$ cat config.mk
export PLATFORM = sky130hd
export DESIGN_NAME = hamming_secded_codec
export DESIGN_NICKNAME = d
export VERILOG_FILES = /design/src/rtl/hamming_pkg.sv /design/src/rtl/hamming_secded_core.sv /design/src/rtl/hamming_secded_codec.sv
export SDC_FILE = /design/constraint.sdc
export NUM_CORES = 1
export LEC_CHECK = 0
export ABC_AREA = 1
export CORE_AREA = 5 5 79 135
export DETAILED_ROUTE_END_ITERATION = 10
export DIE_AREA = 0 0 84 140
export PLACE_DENSITY = 0.66
export RECOVER_POWER = 100
export SLEW_MARGIN = 20
export SYNTH_ARGS = -nofsm -noshare
export SYNTH_HDL_FRONTEND = slang
export SYNTH_HIERARCHICAL = 1
export SYNTH_SLANG_ARGS = --single-unit
$ cat constraint.sdc
create_clock -name clk -period 1.82 [get_ports clk]
set_clock_uncertainty 0.2 [all_clocks]
set_input_delay 0.364 -clock clk [delete_from_list [all_inputs] [get_ports clk]]
set_output_delay 0.364 -clock clk [all_outputs]
set_load 0.005 [all_outputs]
$ cat src/rtl/hamming_pkg.sv
// Shared definitions for the extended-Hamming SECDED codec: mode encodings and
// the bit-placement helpers used by both pipeline stages.
package hamming_pkg;

  // Helpers work on a fixed maximum width so any P_BITS up to MAX_P_BITS fits.
  localparam int MAX_P_BITS = 7;
  localparam int MAX_CW     = 2 ** MAX_P_BITS;

  typedef enum logic {
    MODE_ENC = 1'b0,
    MODE_DEC = 1'b1
  } mode_e;

  function automatic logic is_pow2(input int i);
    return (i > 0) && ((i & (i - 1)) == 0);
  endfunction

  function automatic logic [MAX_CW-1:0] scatter(input logic [MAX_CW-1:0] data, input int cw);
    logic [MAX_CW-1:0] word;
    int n;
    word = '0;
    n    = 0;
    for (int i = 3; i < MAX_CW; i++) begin
      if ((i < cw) && !is_pow2(i)) begin
        word[i] = data[n];
        n       = n + 1;
      end
    end
    return word;
  endfunction

  function automatic logic [MAX_CW-1:0] gather(input logic [MAX_CW-1:0] word, input int cw);
    logic [MAX_CW-1:0] data;
    int n;
    data = '0;
    n    = 0;
    for (int i = 3; i < MAX_CW; i++) begin
      if ((i < cw) && !is_pow2(i)) begin
        data[n] = word[i];
        n       = n + 1;
      end
    end
    return data;
  endfunction

  function automatic logic [MAX_P_BITS-1:0] syndrome(input logic [MAX_CW-1:0] word, input int cw);
    logic [MAX_P_BITS-1:0] s;
    s = '0;
    for (int i = 1; i < MAX_CW; i++) begin
      if ((i < cw) && word[i]) begin
        s = s ^ MAX_P_BITS'(i);
      end
    end
    return s;
  endfunction

endpackage

$ cat src/rtl/hamming_secded_core.sv
// Combinational second half of the codec: inserts parity bits for encode, or
// classifies/corrects a received codeword and extracts its data for decode.
module hamming_secded_core
  import hamming_pkg::*;
#(
  parameter int P_BITS = 3,
  parameter int CW     = 2 ** P_BITS
) (
  input  mode_e             mode_i,
  input  logic [CW-1:0]     word_i,
  input  logic [P_BITS-1:0] syn_i,
  input  logic              par_i,
  output logic [CW-1:0]     word_o,
  output logic              sec_o,
  output logic              ded_o,
  output logic [P_BITS-1:0] syn_o
);

  logic [CW-1:0] fixed_s;

  // Encode: syndrome of the scattered word is exactly the parity bit vector.
  always_comb begin
    fixed_s = word_i;
    word_o  = '0;
    sec_o   = 1'b0;
    ded_o   = 1'b0;
    syn_o   = '0;
    case (mode_i)
      MODE_ENC: begin
        for (int k = 0; k < P_BITS; k++) begin
          fixed_s[2 ** k] = syn_i[k];
        end
        fixed_s[0] = ^fixed_s[CW-1:1];
        word_o     = fixed_s;
      end
      MODE_DEC: begin
        if (par_i) begin
          fixed_s[syn_i] = ~fixed_s[syn_i];
          sec_o          = 1'b1;
        end else if (syn_i != '0) begin
          ded_o = 1'b1;
        end else begin
          sec_o = 1'b0;
          ded_o = 1'b0;
        end
        word_o = CW'(gather(MAX_CW'(fixed_s), CW));
        syn_o  = syn_i;
      end
      default: begin
        word_o = '0;
      end
    endcase
  end

endmodule

$ cat src/rtl/hamming_secded_codec.sv
// Two-stage pipelined SECDED codec with valid/ready flow control and
// saturating counters of delivered SEC/DED events.
module hamming_secded_codec
  import hamming_pkg::*;
#(
  parameter int P_BITS    = 3,
  parameter int CW        = 2 ** P_BITS,
  parameter int K         = 2 ** P_BITS - P_BITS - 1,
  parameter int CNT_WIDTH = 16
) (
  input  logic                 clk,
  input  logic                 rst_n,
  input  logic                 in_valid,
  output logic                 in_ready,
  input  logic                 in_mode,
  input  logic [CW-1:0]        in_word,
  output logic                 out_valid,
  input  logic                 out_ready,
  output logic [CW-1:0]        out_word,
  output logic                 out_mode,
  output logic                 out_sec,
  output logic                 out_ded,
  output logic [P_BITS-1:0]    out_syndrome,
  input  logic                 clr_counts,
  output logic [CNT_WIDTH-1:0] sec_count,
  output logic [CNT_WIDTH-1:0] ded_count
);

  localparam logic [CNT_WIDTH-1:0] CNT_ONE = CNT_WIDTH'(1);

  logic                 adv_s;
  logic                 out_fire_s;
  logic [CW-1:0]        s1_word_d, s1_word_q;
  logic [P_BITS-1:0]    s1_syn_d, s1_syn_q;
  logic                 s1_par_d, s1_par_q;
  logic                 s1_valid_q;
  mode_e                s1_mode_q;
  logic [CW-1:0]        core_word_s;
  logic                 core_sec_s, core_ded_s;
  logic [P_BITS-1:0]    core_syn_s;
  logic                 out_valid_q, out_mode_q, out_sec_q, out_ded_q;
  logic [CW-1:0]        out_word_q;
  logic [P_BITS-1:0]    out_syn_q;
  logic [CNT_WIDTH-1:0] sec_count_d, sec_count_q, ded_count_d, ded_count_q;

  // One advance signal moves the whole pipeline, so ready never depends on in_valid.
  assign adv_s      = !out_valid_q || out_ready;
  assign in_ready   = adv_s;
  assign out_fire_s = out_valid_q && out_ready;

  // Stage-1 datapath: scatter encode data, then syndrome/parity of the registered word.
  always_comb begin
    if (mode_e'(in_mode) == MODE_ENC) begin
      s1_word_d = CW'(scatter(MAX_CW'(in_word[K-1:0]), CW));
    end else begin
      s1_word_d = in_word;
    end
    s1_syn_d = P_BITS'(syndrome(MAX_CW'(s1_word_d), CW));
    s1_par_d = ^s1_word_d;
  end

  // Stage-1 registers.
  always_ff @(posedge clk or negedge rst_n) begin
    if (!rst_n) begin
      s1_valid_q <= 1'b0;
      s1_mode_q  <= MODE_ENC;
      s1_word_q  <= '0;
      s1_syn_q   <= '0;
      s1_par_q   <= 1'b0;
    end else if (adv_s) begin
      s1_valid_q <= in_valid;
      if (in_valid) begin
        s1_mode_q <= mode_e'(in_mode);
        s1_word_q <= s1_word_d;
        s1_syn_q  <= s1_syn_d;
        s1_par_q  <= s1_par_d;
      end
    end
  end

  hamming_secded_core #(
    .P_BITS (P_BITS),
    .CW     (CW)
  ) u_core (
    .mode_i (s1_mode_q),
    .word_i (s1_word_q),
    .syn_i  (s1_syn_q),
    .par_i  (s1_par_q),
    .word_o (core_word_s),
    .sec_o  (core_sec_s),
    .ded_o  (core_ded_s),
    .syn_o  (core_syn_s)
  );

  // Stage-2 (output) registers.
  always_ff @(posedge clk or negedge rst_n) begin
    if (!rst_n) begin
      out_valid_q <= 1'b0;
      out_word_q  <= '0;
      out_mode_q  <= 1'b0;
      out_sec_q   <= 1'b0;
      out_ded_q   <= 1'b0;
      out_syn_q   <= '0;
    end else if (adv_s) begin
      out_valid_q <= s1_valid_q;
      if (s1_valid_q) begin
        out_word_q <= core_word_s;
        out_mode_q <= s1_mode_q;
        out_sec_q  <= core_sec_s;
        out_ded_q  <= core_ded_s;
        out_syn_q  <= core_syn_s;
      end
    end
  end

  // Counter next-state: clear wins over a same-cycle increment; saturate at all-ones.
  always_comb begin
    sec_count_d = sec_count_q;
    ded_count_d = ded_count_q;
    if (clr_counts) begin
      sec_count_d = '0;
      ded_count_d = '0;
    end else begin
      if (out_fire_s && out_sec_q && (sec_count_q != '1)) begin
        sec_count_d = sec_count_q + CNT_ONE;
      end else begin
        sec_count_d = sec_count_q;
      end
      if (out_fire_s && out_ded_q && (ded_count_q != '1)) begin
        ded_count_d = ded_count_q + CNT_ONE;
      end else begin
        ded_count_d = ded_count_q;
      end
    end
  end

  // Counter registers.
  always_ff @(posedge clk or negedge rst_n) begin
    if (!rst_n) begin
      sec_count_q <= '0;
      ded_count_q <= '0;
    end else begin
      sec_count_q <= sec_count_d;
      ded_count_q <= ded_count_d;
    end
  end

  assign out_valid    = out_valid_q;
  assign out_word     = out_word_q;
  assign out_mode     = out_mode_q;
  assign out_sec      = out_sec_q;
  assign out_ded      = out_ded_q;
  assign out_syndrome = out_syn_q;
  assign sec_count    = sec_count_q;
  assign ded_count    = ded_count_q;

endmodule

# ---- Word-level counts from Yosys, hierarchy flattened
# Index checks and enable logic that the tools add are counted.
dict set report totals {
  reg_bits 61
  input_bits 14
}
dict set report op_classes {
  n_addsub 6
  n_lt_le_gt_ge 11
  n_eq_ne 2
  mux 53
  bitwise_logic 8
  reduce_logical 18
}
# op n
set op_table {}
lappend op_table {{$bwmux 128} 3}
lappend op_table {{$mux 128} 2}
lappend op_table {{$lt 32x9->1 const B} 6}
lappend op_table {{$mux 32} 6}
lappend op_table {{$add 32x2->32 const B} 4}
lappend op_table {{$ge 32x1->1 const B} 3}
lappend op_table {{$mux 16} 4}
lappend op_table {{$add 16x1->16 const B} 2}
lappend op_table {{$ne 16x16->1 const B} 2}
lappend op_table {{$mux 8} 3}
lappend op_table {{$bmux 1 s7} 3}
lappend op_table {{$demux 1 s7} 3}
lappend op_table {{$mux 1} 18}
lappend op_table {{$pmux 8 s2} 1}
lappend op_table {{$mux 3} 5}
lappend op_table {{$logic_and 1x1->1} 9}
lappend op_table {{$bwmux 8} 1}
lappend op_table {{$reduce_xor 8->1} 1}
lappend op_table {{$reduce_xor 7->1} 1}
lappend op_table {{$not 2->2} 3}
lappend op_table {{$lt 3x4->1 const B} 1}
lappend op_table {{$mux 2} 2}
lappend op_table {{$reduce_and 2->1} 2}
lappend op_table {{$reduce_bool 2->1} 2}
lappend op_table {{9 further kinds} 11}

# ---- Depth between registers and ports, before layout
dict set report logic_depth {
  ltp_word 20
  depth_mapped 12
  ltp_nobuf 11
}

# ---- By module
# Netlist, hierarchy kept.
# module n_inst cells_per_inst area_per_inst_um2 seq_area_each_um2
set modules_own_cells {}
lappend modules_own_cells {hamming_secded_codec 1 445 3425.8 1526.5}
lappend modules_own_cells {hamming_secded_core 1 91 410.4 0.0}

# ---- Least setup slack after synthesis
# Ideal clock, no wire load.
dict set report synth_timing {
  kind {register to register}
  start {register s1_syn_q[0]}
  end {register out_word_q[0], in the netlist out_word[0]}
  arrival_time_ns 1.470
  path_slack_ns 0.025
  stages_incl_launch_ff 13
  period_less_slack_ns 1.795
  cell_sequence {dfrtp_1 -> buf_6 -> inv_2 -> ha_1 -> inv_1 -> nand2_1 -> nand2_1 -> nand2_1 -> nand2_1 -> nand2_1 -> nand3_1 -> nand2_1 -> mux2_2}
}
dict set report synth_between {
  elab_chain_cells 14
  word_cells_on_any_way 19
}
# element line
set synth_lines {}
lappend synth_lines {{from (decl)} hamming_secded_codec.sv:34} ;# logic [P_BITS-1:0] s1_syn_d, s1_syn_q;
lappend synth_lines {{from (signal assigned)} hamming_secded_codec.sv:75} ;# s1_syn_q <= s1_syn_d;
lappend synth_lines {{$lt 3x4->1 (implied by the code) / $ge 3x1->1 (equally long branches)} hamming_secded_core.sv:38} ;# fixed_s[syn_i] = ~fixed_s[syn_i];
lappend synth_lines {{$logic_and 1x1->1 (implied by the code)} hamming_secded_core.sv:38}
lappend synth_lines {{$mux 1 (implied by the code)} hamming_secded_core.sv:38}
lappend synth_lines {{$demux 1 s3} --}
lappend synth_lines {{$bwmux 8} hamming_secded_core.sv:38}
lappend synth_lines {{$mux 8} hamming_secded_core.sv:37} ;# if (par_i) begin
lappend synth_lines {{$mux 8} hamming_secded_core.sv:28} ;# case (mode_i)
lappend synth_lines {{$mux 1} hamming_secded_core.sv:28}
lappend synth_lines {{$bwmux 128} hamming_pkg.sv:39} ;# data[n] = word[i];
lappend synth_lines {{$mux 128} hamming_secded_core.sv:28}
lappend synth_lines {{$bwmux 128} hamming_pkg.sv:39}
lappend synth_lines {{$mux 128} hamming_secded_core.sv:28}
lappend synth_lines {{$bwmux 128} hamming_pkg.sv:39}
lappend synth_lines {{$pmux 8 s2 *} hamming_secded_core.sv:28}
lappend synth_lines {{net core_word_s[0]} hamming_secded_codec.sv:38} ;# logic [CW-1:0] core_word_s;
lappend synth_lines {{to (signal assigned)} hamming_secded_codec.sv:107} ;# out_word_q <= core_word_s;
lappend synth_lines {{to (decl)} hamming_secded_codec.sv:42} ;# logic [CW-1:0] out_word_q;
# The timed path passes the listed nets; every way through them passes the cells marked *. The select of a mux whose other input is x is not followed.
# A chain may end at the register's enable or synchronous reset.

# ---- Worst setup path after layout
dict set report layout_timing {
  start {register sec_count_q[15], in the netlist sec_count[15]}
  end {output port sec_count[15]}
}
# element line
set layout_rtl {}
lappend layout_rtl {{from (decl)} hamming_secded_codec.sv:44} ;# logic [CNT_WIDTH-1:0] sec_count_d, sec_count_q, ded_count_d, ded_count_q;
lappend layout_rtl {{from (signal assigned)} hamming_secded_codec.sv:143} ;# sec_count_q <= sec_count_d;
lappend layout_rtl {{to (decl)} hamming_secded_codec.sv:25} ;# output logic [CNT_WIDTH-1:0] sec_count,
# No word-level cell between the ends.

==> summary.md <==
| Metric | Value |
|---|---|
| Status | complete, no violations |
| Synth top area share | approximately two fifths |
| Post-synth net total | approximately 550 |
| Global-route wire length before repair | between 15000 and 20000 um |
| Routed Antenna Nets | 0 |
| Critical path's slowest cell | clkdlybuf4s50_1 |
| Seq/Total Area, Yosys | approximately two fifths |
| Worst slew margin | a little over two fifths |
| Die ar. | 0.0118 mm^2 |
| CTS tree | built |
| PnR worst setup slack | roughly 0.025 ns |
| Fmax achieved | roughly 560 MHz |
| Maximum capacitance violations | 0 |
| Tcrit/Tclk final | 98.6% |
| Crit path DAT | 1.23 ns |
| Final core occ | approximately 58% |
| HPWL after DPL | 7360 um |
| Die height | 140 um |
| Slew @ Worst Pin | about 0.86 ns |
| Initial core utilization | 40.8% |
| Crit. End Element | output port |
| Clock Latency Late Sink | 0.33 ns |
| Cell family with most CP delay | buffers and inverters |
| P_leak | 0.00281 uW |
| CTS Buf Count | 9 |
| Syn Inst Count | between 500 and 600 |
| GPL Wtd Cong | ~0.87 |
| Worst path max stage delay | ~0.52 ns |
| Cells along the critical path | clkdlybuf4s50_1 |
| Crit path buf inv count | 1 |
| TritonRoute pass-1 iters | 5 |
| Syn_area_per_cell | slightly above 7 um^2 |
| Power density cells | 809 mW/mm^2 |
| Overall die width | 84 um |
| Fin crit period | 1.79 ns |
| Max Root-Sink Buffers | 2 |
| Row count | 47 |
| Via count | 4005 |
| Worst hold path class | flip-flop to flip-flop |
| Vias in the first global route | around 3700 |
| Drt drc | 0 |
| Worst EP required | between 1 and 1.5 ns |
| GR Overflow Total | 0 |
| Routed len/inst | 13.1 um |
| Initial antenna violation count | 0 |
| IO buf count | roughly 60 |
| Layout cell share with drive strength beyond 1 | around 23% |
| H-tree levels | 3 |
| Worst-path clk slew | roughly 0.050 ns |
| Critical path type | flip-flop to output port |
| Top-Level Pins | between 60 and 70 |
| Synth area leader | dfrtp_1 |
| N_diodes | 0 |
| Maximum vdd drop | just under 0.6 mV |
| Mapped cell area | around 0.0038 mm^2 |
| RSZ-0062 raised after global routing | true |
| Root buffer cell | clkbuf_16 |
| Leading post-synthesis cells by cell area | dfrtp_1 40%, nand2_1 20%, nand3_1 5.9%, nor2_1 4.7%, inv_1 4.5% |
| Routed WL | around 11000 um |
| Final hold vios | 0 |
| Post-synthesis register bit count | slightly above 60 |
| CP Launch Type | flip-flop |
| Clk sinks | around 60 |
| Worst slack at placement | -0.234 ns |
| Gr usage total | ~17% |
| Final nets | 690 |
| Area delta synth->final | 42.8% |
| Synth cell types | 30 |
| Max-slew violations | 0 |
| Final setup viols | 0 |
| Detailed Route Iter0 Violations | between 150 and 200 |
| Largest net degree at the start of global routing | 62 |
| Synth warn | 6 |
| Avg Vias per Cell | approximately 5 |
| Core area | 0.00941 mm^2 |
| Crit path max fanout | 3 |
## cell usage after synthesis (all sizes together)
cell    instances
nand3          45
and2            2
nor3            8
xnor2           2
nand3b          4
nand2b          1
buf            11
xor2           16
nor2           56
dfrtp          61
mux2           14
nand4          18
clkbuf          2
inv            56
o21ai          19
a21oi           2
o21bai          2
nand2         213
a211oi          1
ha              3
## layer usage
layer / vias up / routed length (um) / part of all wire (%) / track usage, %
met1: 1867 / 3680 / 35 / 16.5
met2: 134 / 5970 / 57 / 33.9
met3: 30 / 508 / 4.8 / 4.11
met5: - / 0 / 0 / 0
li1: 1974 / - / - / -
met4: 0 / 348 / 3.3 / 8.73
## cells by family (layout without fill, tap and decap cells)
| kind of cell | count (synthesis) | count (layout) | synth area share, % |
|---|---|---|---|
| buffers and inverters | 69 | 210 | 8.02 |
| AO/OA/AOI/OAI | 24 | 24 | 3.72 |
| adder cells (fa/ha/maj) | 3 | 3 | 0.979 |
| AND/OR/NAND/NOR | 347 | 348 | 39.3 |
| multiplexers | 14 | 14 | 4.11 |
| flip-flops | 61 | 61 | 39.8 |
| XOR/XNOR | 18 | 18 | 4.11 |
## report_power, final
part	switching (uW)	internal, uW	leakage [uW]
Combinational	607	622	0.00187
Clock	601	904	0.000136
Sequential	160	1530	0.000806
## worst paths after layout
path / from / endpoint / slack [ns] / cells past startpoint
worst max-delay path: sec_count[15]$_DFFE_PN0P_ / sec_count[15] / 0.03 / 1
worst min-delay path: s1_valid_q$_DFFE_PN0N_ / out_valid$_DFFE_PN0N_ / 0.29 / 2
worst max register to register: s1_syn_q[1]$_DFFE_PN0P_ / out_word[0]$_DFFE_PN0P_ / 0.05 / 9
worst min register to register: s1_valid_q$_DFFE_PN0N_ / out_valid$_DFFE_PN0N_ / 0.29 / 2
max in group asynchronous: rst_n / ded_count[8]$_DFFE_PN0P_ / 0.21 / 3
min in group asynchronous: rst_n / sec_count[3]$_DFFE_PN0P_ / 0.59 / 3
## per-stage QoR
stage	cells	power, uW	instance area, um^2	setup TNS (ns)	hold WS (ns)
2_1_floorplan	536	2290	3840	0	-0.132
3_3_place_gp	743	2840	4840	-6.86	0.197
3_5_place_dp	743	2870	4840	-7.70	0.199
4_1_cts	789	4380	5320	0	0.289
5_1_grt	800	4640	5480	-0.159	0.308
6_report	800	4430	5480	0	0.287
## state kept, by name, summed over array words and instances, names as in the netlist
signal	count
s1_word_q	8
sec_count	16
s1_valid_q	1
s1_syn_q	3
out_word	8
out_sec	1
s1_par_q	1
out_valid	1
ded_count	16
out_ded	1
out_mode	1
out_syndrome	3
s1_mode_q	1
## what timing repair did
item / 4_1_cts / 5_1_grt
buffers inserted: 29 / 10
hold buffers: 1 / 0
endpoints found under the hold margin: 61 / 0
gates cloned: 0 / 1
resized for setup: 12 / 34
pin swaps: 0 / 14
endpoints found under the setup margin: 32 / 37
## cell usage in the layout (no fill, tap or decap), types with 8 or more instances in the layout
master	instances
o21ai_0	15
dfrtp_1	59
inv_2	10
dlygate4sd2_1	8
xor2_1	16
clkbuf_16	9
nor2_1	47
buf_4	65
clkdlybuf4s50_1	46
nand3_1	43
nor2_4	8
nand2_2	15
mux2_2	13
nand4_1	18
nand2_1	197
inv_1	45
## final cells by class
type                            instances  area, um^2
Fill cell                             875        3930
Multi-Input combinational cell        407        2120
Sequential cell                        61        1530
Timing Repair Buffer                  138        1200
Clock buffer                           10         229
Inverter                               56         223
Tap cell                              122         153
Clock inverter                          6        30.0
Note: power is estimated with default switching activity, not from simulation.
